===== src/rtl/led_pwm_wb.sv =====
// Wishbone-mapped N-channel LED sequencer: per-channel on/off blink or counted burst,
// all channels paced by one shared free-running tick prescaler.
`timescale 1ns/1ps
module led_pwm_wb #(
  parameter int N   = 3,
  parameter int CW  = 11,
  parameter int DIV = 12000
) (
  input  logic          clk,
  input  logic          rst,
  input  logic [3:0]    wb_addr,
  input  logic [31:0]   wb_wdata,
  output logic [31:0]   wb_rdata,
  input  logic          wb_we,
  input  logic          wb_cyc,
  output logic          wb_ack,
  output logic [N-1:0]  led
);

  localparam int PW = $clog2(DIV);
  localparam logic [PW-1:0] PRE_MAX = PW'(DIV - 1);

  typedef enum logic [1:0] {ST_IDLE, ST_ON, ST_OFF, ST_DONE} state_t;

  logic [PW-1:0] r_presc;
  logic          w_tick;
  logic          r_ack;
  logic [31:0]   r_rdata;
  logic [31:0]   w_rd;
  logic          w_wr;
  logic [N-1:0]  r_led;
  logic [N-1:0]  w_nled;
  logic [N-1:0]  r_ena;
  logic [N-1:0]  r_burst;
  logic [7:0]    r_cnt [N];
  logic [7:0]    r_bc  [N];
  logic [7:0]    w_nbc [N];
  logic [CW-1:0] r_on  [N];
  logic [CW-1:0] r_off [N];
  logic [CW-1:0] r_ph  [N];
  logic [CW-1:0] w_nph [N];
  state_t        r_st  [N];
  state_t        w_nst [N];
  logic          w_unused_wdata;

  assign w_tick         = (r_presc == '0);
  assign w_wr           = wb_cyc & wb_we & r_ack;
  assign wb_ack         = r_ack;
  assign wb_rdata       = r_rdata;
  assign led            = r_led;
  assign w_unused_wdata = &{1'b0, wb_wdata};

  always_ff @(posedge clk or posedge rst) begin
    if (rst) r_presc <= PRE_MAX;
    else     r_presc <= w_tick ? PRE_MAX : r_presc - 1'b1;
  end

  // A restart always wins over a coincident tick; a finished OFF phase
  // (or a skipped zero-length one) funnels through the burst bookkeeping.
  always_comb begin : p_fsm
    logic       mode_hit, rs, rs_ena, rs_burst, do_on, do_eoff;
    logic [7:0] rs_cnt;
    w_nled = '0;
    for (int unsigned i = 0; i < N; i++) begin
      w_nst[i] = r_st[i];
      w_nph[i] = r_ph[i];
      w_nbc[i] = r_bc[i];
      mode_hit = w_wr && (wb_addr == 4'(3 + 2 * i));
      rs       = mode_hit || (w_wr && (wb_addr == 4'd1) && wb_wdata[i]);
      rs_ena   = mode_hit ? wb_wdata[31]  : r_ena[i];
      rs_burst = mode_hit ? wb_wdata[30]  : r_burst[i];
      rs_cnt   = mode_hit ? wb_wdata[7:0] : r_cnt[i];
      do_on    = 1'b0;
      do_eoff  = 1'b0;
      if (rs) begin
        if (!rs_ena) begin
          w_nst[i] = ST_IDLE;
          w_nph[i] = '0;
          w_nbc[i] = '0;
        end else if (rs_burst && (rs_cnt == 8'd0)) begin
          w_nst[i] = ST_DONE;
          w_nph[i] = '0;
          w_nbc[i] = '0;
        end else begin
          w_nbc[i] = rs_cnt;
          do_on    = 1'b1;
        end
      end else if (w_tick) begin
        case (r_st[i])
          ST_ON: begin
            if (r_ph[i] > CW'(1)) begin
              w_nph[i] = r_ph[i] - 1'b1;
            end else if ((r_on[i] == '0) && (r_off[i] == '0)) begin
              w_nph[i] = '0;
            end else if (r_off[i] != '0) begin
              w_nst[i] = ST_OFF;
              w_nph[i] = r_off[i];
            end else begin
              do_eoff = 1'b1;
            end
          end
          ST_OFF: begin
            if (r_ph[i] > CW'(1)) w_nph[i] = r_ph[i] - 1'b1;
            else                  do_eoff  = 1'b1;
          end
          default: ;
        endcase
      end
      if (do_eoff) begin
        if (r_burst[i]) begin
          w_nbc[i] = r_bc[i] - 1'b1;
          if (r_bc[i] == 8'd1) begin
            w_nst[i] = ST_DONE;
            w_nph[i] = '0;
          end else begin
            do_on = 1'b1;
          end
        end else begin
          do_on = 1'b1;
        end
      end
      if (do_on) begin
        if (r_on[i] != '0) begin
          w_nst[i] = ST_ON;
          w_nph[i] = r_on[i];
        end else if (r_off[i] != '0) begin
          w_nst[i] = ST_OFF;
          w_nph[i] = r_off[i];
        end else begin
          w_nst[i] = ST_ON;
          w_nph[i] = '0;
        end
      end
      w_nled[i] = (w_nst[i] == ST_ON) && (w_nph[i] != '0);
    end
  end

  always_comb begin
    w_rd = '0;
    for (int unsigned i = 0; i < N; i++) begin
      if (wb_addr == 4'd0) begin
        w_rd[i]      = r_led[i];
        w_rd[8 + i]  = (r_st[i] == ST_ON) || (r_st[i] == ST_OFF);
        w_rd[16 + i] = (r_st[i] == ST_DONE);
      end
      if (wb_addr == 4'(2 + 2 * i)) begin
        w_rd[CW+15:16] = r_off[i];
        w_rd[CW-1:0]   = r_on[i];
      end
      if (wb_addr == 4'(3 + 2 * i)) begin
        w_rd[31]  = r_ena[i];
        w_rd[30]  = r_burst[i];
        w_rd[7:0] = r_cnt[i];
      end
    end
  end

  always_ff @(posedge clk or posedge rst) begin
    if (rst) begin
      r_ack   <= 1'b0;
      r_rdata <= '0;
    end else begin
      r_ack   <= wb_cyc & ~r_ack;
      r_rdata <= (wb_cyc & ~r_ack) ? w_rd : '0;
    end
  end

  always_ff @(posedge clk or posedge rst) begin
    if (rst) begin
      r_led   <= '0;
      r_ena   <= '0;
      r_burst <= '0;
      for (int unsigned i = 0; i < N; i++) begin
        r_cnt[i] <= '0;
        r_bc[i]  <= '0;
        r_on[i]  <= '0;
        r_off[i] <= '0;
        r_ph[i]  <= '0;
        r_st[i]  <= ST_IDLE;
      end
    end else begin
      r_led <= w_nled;
      for (int unsigned i = 0; i < N; i++) begin
        if (w_wr && (wb_addr == 4'(2 + 2 * i))) begin
          r_on[i]  <= wb_wdata[CW-1:0];
          r_off[i] <= wb_wdata[CW+15:16];
        end
        if (w_wr && (wb_addr == 4'(3 + 2 * i))) begin
          r_ena[i]   <= wb_wdata[31];
          r_burst[i] <= wb_wdata[30];
          r_cnt[i]   <= wb_wdata[7:0];
        end
        r_st[i] <= w_nst[i];
        r_ph[i] <= w_nph[i];
        r_bc[i] <= w_nbc[i];
      end
    end
  end

endmodule


===== config.mk =====
export PLATFORM = sky130hd
export DESIGN_NAME = led_pwm_wb
export DESIGN_NICKNAME = d
export VERILOG_FILES = /design/src/rtl/led_pwm_wb.sv
export SDC_FILE = /design/constraint.sdc
export NUM_CORES = 1
export LEC_CHECK = 0
export BUFFER_PORTS_ARGS = -buffer_cell sky130_fd_sc_hd__buf_2
export CORE_UTILIZATION = 45
export CTS_CLUSTER_SIZE = 28
export DETAILED_ROUTE_END_ITERATION = 16
export PLACE_DENSITY_LB_ADDON = 0.05
export SKIP_LAST_GASP = 1
export SYNTH_ARGS = -nofsm -noshare
export SYNTH_HDL_FRONTEND = slang
export SYNTH_SLANG_ARGS = --single-unit

===== constraint.sdc =====
create_clock -name clk -period 13.7 [get_ports clk]
set_clock_uncertainty 0.05 [all_clocks]
set_input_delay 0.685 -clock clk [delete_from_list [all_inputs] [get_ports clk]]
set_output_delay 0.685 -clock clk [all_outputs]
set_load 0.01 [all_outputs]

==> impl_metrics.json <==
{
  "status": "completed",
  "setup.worst_path.class": "reg -> reg",
  "io_pins": 76,
  "drtIter0Drc": 1110,
  "ys_ff_latch": 201,
  "grt_max_degree": 85,
  "clk_latency_ns": 0.52,
  "endpoint_kind": "flop",
  "multiInputGateArea_sq_um": 5768,
  "finalHoldViolations": 0,
  "diodes": 0,
  "async_flop_share_pct": 100.0,
  "io_buffers": 59,
  "min_path_type": "in -> async",
  "arrival_ns": 4.52,
  "tritoncts": "yes",
  "grt_pass1_vias": 9345,
  "cts.path.max_buffers": 3,
  "placed_area_sq_um": 11790,
  "hpwlAfterDp_mm": 26.00,
  "dr_total_vias": 9579,
  "synth-edff-count": 0,
  "h-tree-depth": 1,
  "synth-seq-area-share_pct": 45.04,
  "met1_usage_pct": 40.86,
  "fin_crit_sh_pct": 30.63,
  "grt_setup_unrepaired": "false",
  "regArea_sq_um": 5044,
  "antenna_found_initial": 0,
  "power.density_nw_per_um2": 131.9,
  "synth-main-ff-cell": "dfrtp_1",
  "instances_no_fill": 1534,
  "ir_drop_v": 0.00009588,
  "crit_required_ns": 14.02,
  "dp.cells": 1491,
  "final_area_sq_um": 12570,
  "area_growth_pct": 12.26,
  "grt_usage_pct": 28.04,
  "leakage_nw": 5.376,
  "syn_area_per_cell_sq_um": 9.721,
  "tightest_slew_ns": 1.127,
  "core_area_sq_um": 24390,
  "die_w_um": 159.8,
  "ctsResizeCount": 0,
  "grt_use_met2_pct": 43.75,
  "nNetsFinal": 1255,
  "clockRootBuffer": "clkbuf_16",
  "die-area_sq_um": 25520,
  "drc": 0,
  "synth_area_sq_um": 11200,
  "setup_tns_ns": 0,
  "dieHeight_um": 159.8,
  "max_cap_violations": 0,
  "fill_cells": 2317,
  "totalWireLength_mm": 35.66,
  "dr.pass1.iters": 5,
  "synth_cell_types": 79,
  "place_congestion": 0.8866,
  "critPathLaunchType": "flop",
  "worst_hold_slack_ns": 0.2036,
  "wl_per_cell_um": 23.24,
  "start_util_pct": 45.91,
  "syn_inst": 1152,
  "period_needed_ns": 4.196,
  "rrSetupSlack_ns": 9.50,
  "cts_made_buffers": 24,
  "overflow": 0,
  "clk_pin_slew_ns": 0.06,
  "via_per_inst": 6.244,
  "max_slew_margin_pct": 24.84,
  "rows": 57,
  "grt-busiest-layer": "met2",
  "clkSinkCount": 201,
  "max_freq_mhz": 238.3,
  "cts_setup_buffers": 0,
  "ant_nets": 0,
  "critPathMaxFanout": 13,
  "grt_pass1_wl_mm": 55.49,
  "p_total_mw": 1.658,
  "hold_buffers": 0,
  "setup_viol": 0,
  "layout-drive-gt1-share_pct": 20.00,
  "met3_usage_pct": 2.935,
  "ys_warn_count": 0,
  "report.final.slew_viol_count": 0
}
[power breakdown]
| group | switching [mW] | total [mW] | internal [mW] |
|---|---|---|---|
| Clock | 0.260 | 0.634 | 0.373 |
| Combinational | 0.168 | 0.280 | 0.112 |
| Sequential | 0.0899 | 0.744 | 0.654 |
[registers in the layout (all words and copies together), names as in the netlist]
name	flops
wb_ack	1
r_burst	3
wb_rdata	24
r_presc	14
r_bc	24
r_ph	33
r_cnt	24
r_off	33
r_st	6
led	3
r_on	33
r_ena	3
[cell usage in the layout, fill, tap and decap left out, drive strengths merged, types with 13 or more instances in the layout]
| cell type | n |
|---|---|
| o21ai | 50 |
| ha | 22 |
| dfrtp | 190 |
| mux2 | 92 |
| a22oi | 39 |
| nand2 | 75 |
| xnor2 | 15 |
| o22ai | 13 |
| a21oi | 91 |
| nor3 | 45 |
| xor2 | 13 |
| inv | 42 |
| or3 | 14 |
| or4 | 14 |
| nand3 | 29 |
| clkbuf | 33 |
| nor2 | 88 |
| a31oi | 16 |
| buf | 74 |
| and3 | 15 |
| nor4 | 42 |
[area by class of cell]
class                      instances  area share, %
multi-input combinational        850          45.88
sequential                       201          40.12
clock buffer                      33          5.534
timing repair buffer              74          3.245
tap                              324          3.225
inverter                          42          1.314
clock inverter                    10         0.6768
[routing by layer]
metal	wire (um)	share of wire (%)
met2	16120	45
met4	1098	3.1
met5	0	0
met3	1847	5.2
met1	16590	47
[synthesized netlist by cell type, drive strengths merged, types with 14 or more instances]
cell | instances | area share (%)
or3 | 14 | 0.78
and3 | 15 | 0.86
dfrtp | 190 | 42
nand3 | 29 | 1.3
mux2 | 92 | 9.3
clkbuf | 49 | 1.6
nand2 | 75 | 2.5
nor2 | 88 | 3.0
xnor2 | 15 | 1.2
a31oi | 16 | 0.89
nor3 | 45 | 2.0
a21oi | 91 | 4.1
a22oi | 39 | 2.6
inv | 42 | 1.4
or4 | 14 | 0.97
ha | 22 | 2.5
nor4 | 42 | 2.5
o21ai | 50 | 2.2
buf | 17 | 0.96
[critical path: stages (launching register included)]
cell	delay [ns]
dfrtp_1	0.37
nand3_1	0.53
nor2_1	0.98
nand2b_1	0.13
o211ai_1	0.33
o21a_1	0.49
o221ai_1	0.21
or3_1	0.40
nor4_1	0.37
a31oi_1	0.17
[logic make-up after synthesis]
kind of cell    count (synthesis)  share of synthesized area (%)
other cells                     1                        0.03349
mux                           103                          10.23
compound gates                303                          17.70
simple gates                  386                          18.34
fa+ha+maj                      22                          2.458
flops                         201                          45.04
buf+inv                       108                          4.011
xor+xnor                       28                          2.190
[worst paths after layout]
kind                              start         end  depth (start not counted)
setup / recovery                 wb_ack      led[2]                          9
min in group clk           wb_wdata[22]   r_off[17]                          2
hold / removal                      rst    r_off[6]                          2
hold reg to reg              r_presc[0]  r_presc[0]                          1
max in group asynchronous           rst  r_burst[0]                          4
setup reg to reg                 wb_ack      led[2]                          9
[through the flow]
step           util [%]  setup WS (ns)
2_1_floorplan         -          7.501
3_3_place_gp      48.34          9.177
3_5_place_dp      48.34          9.183
4_1_cts           51.54          9.561
5_1_grt           51.54          9.271
6_report          51.54          9.504
Note: power is estimated with default switching activity, not from simulation.
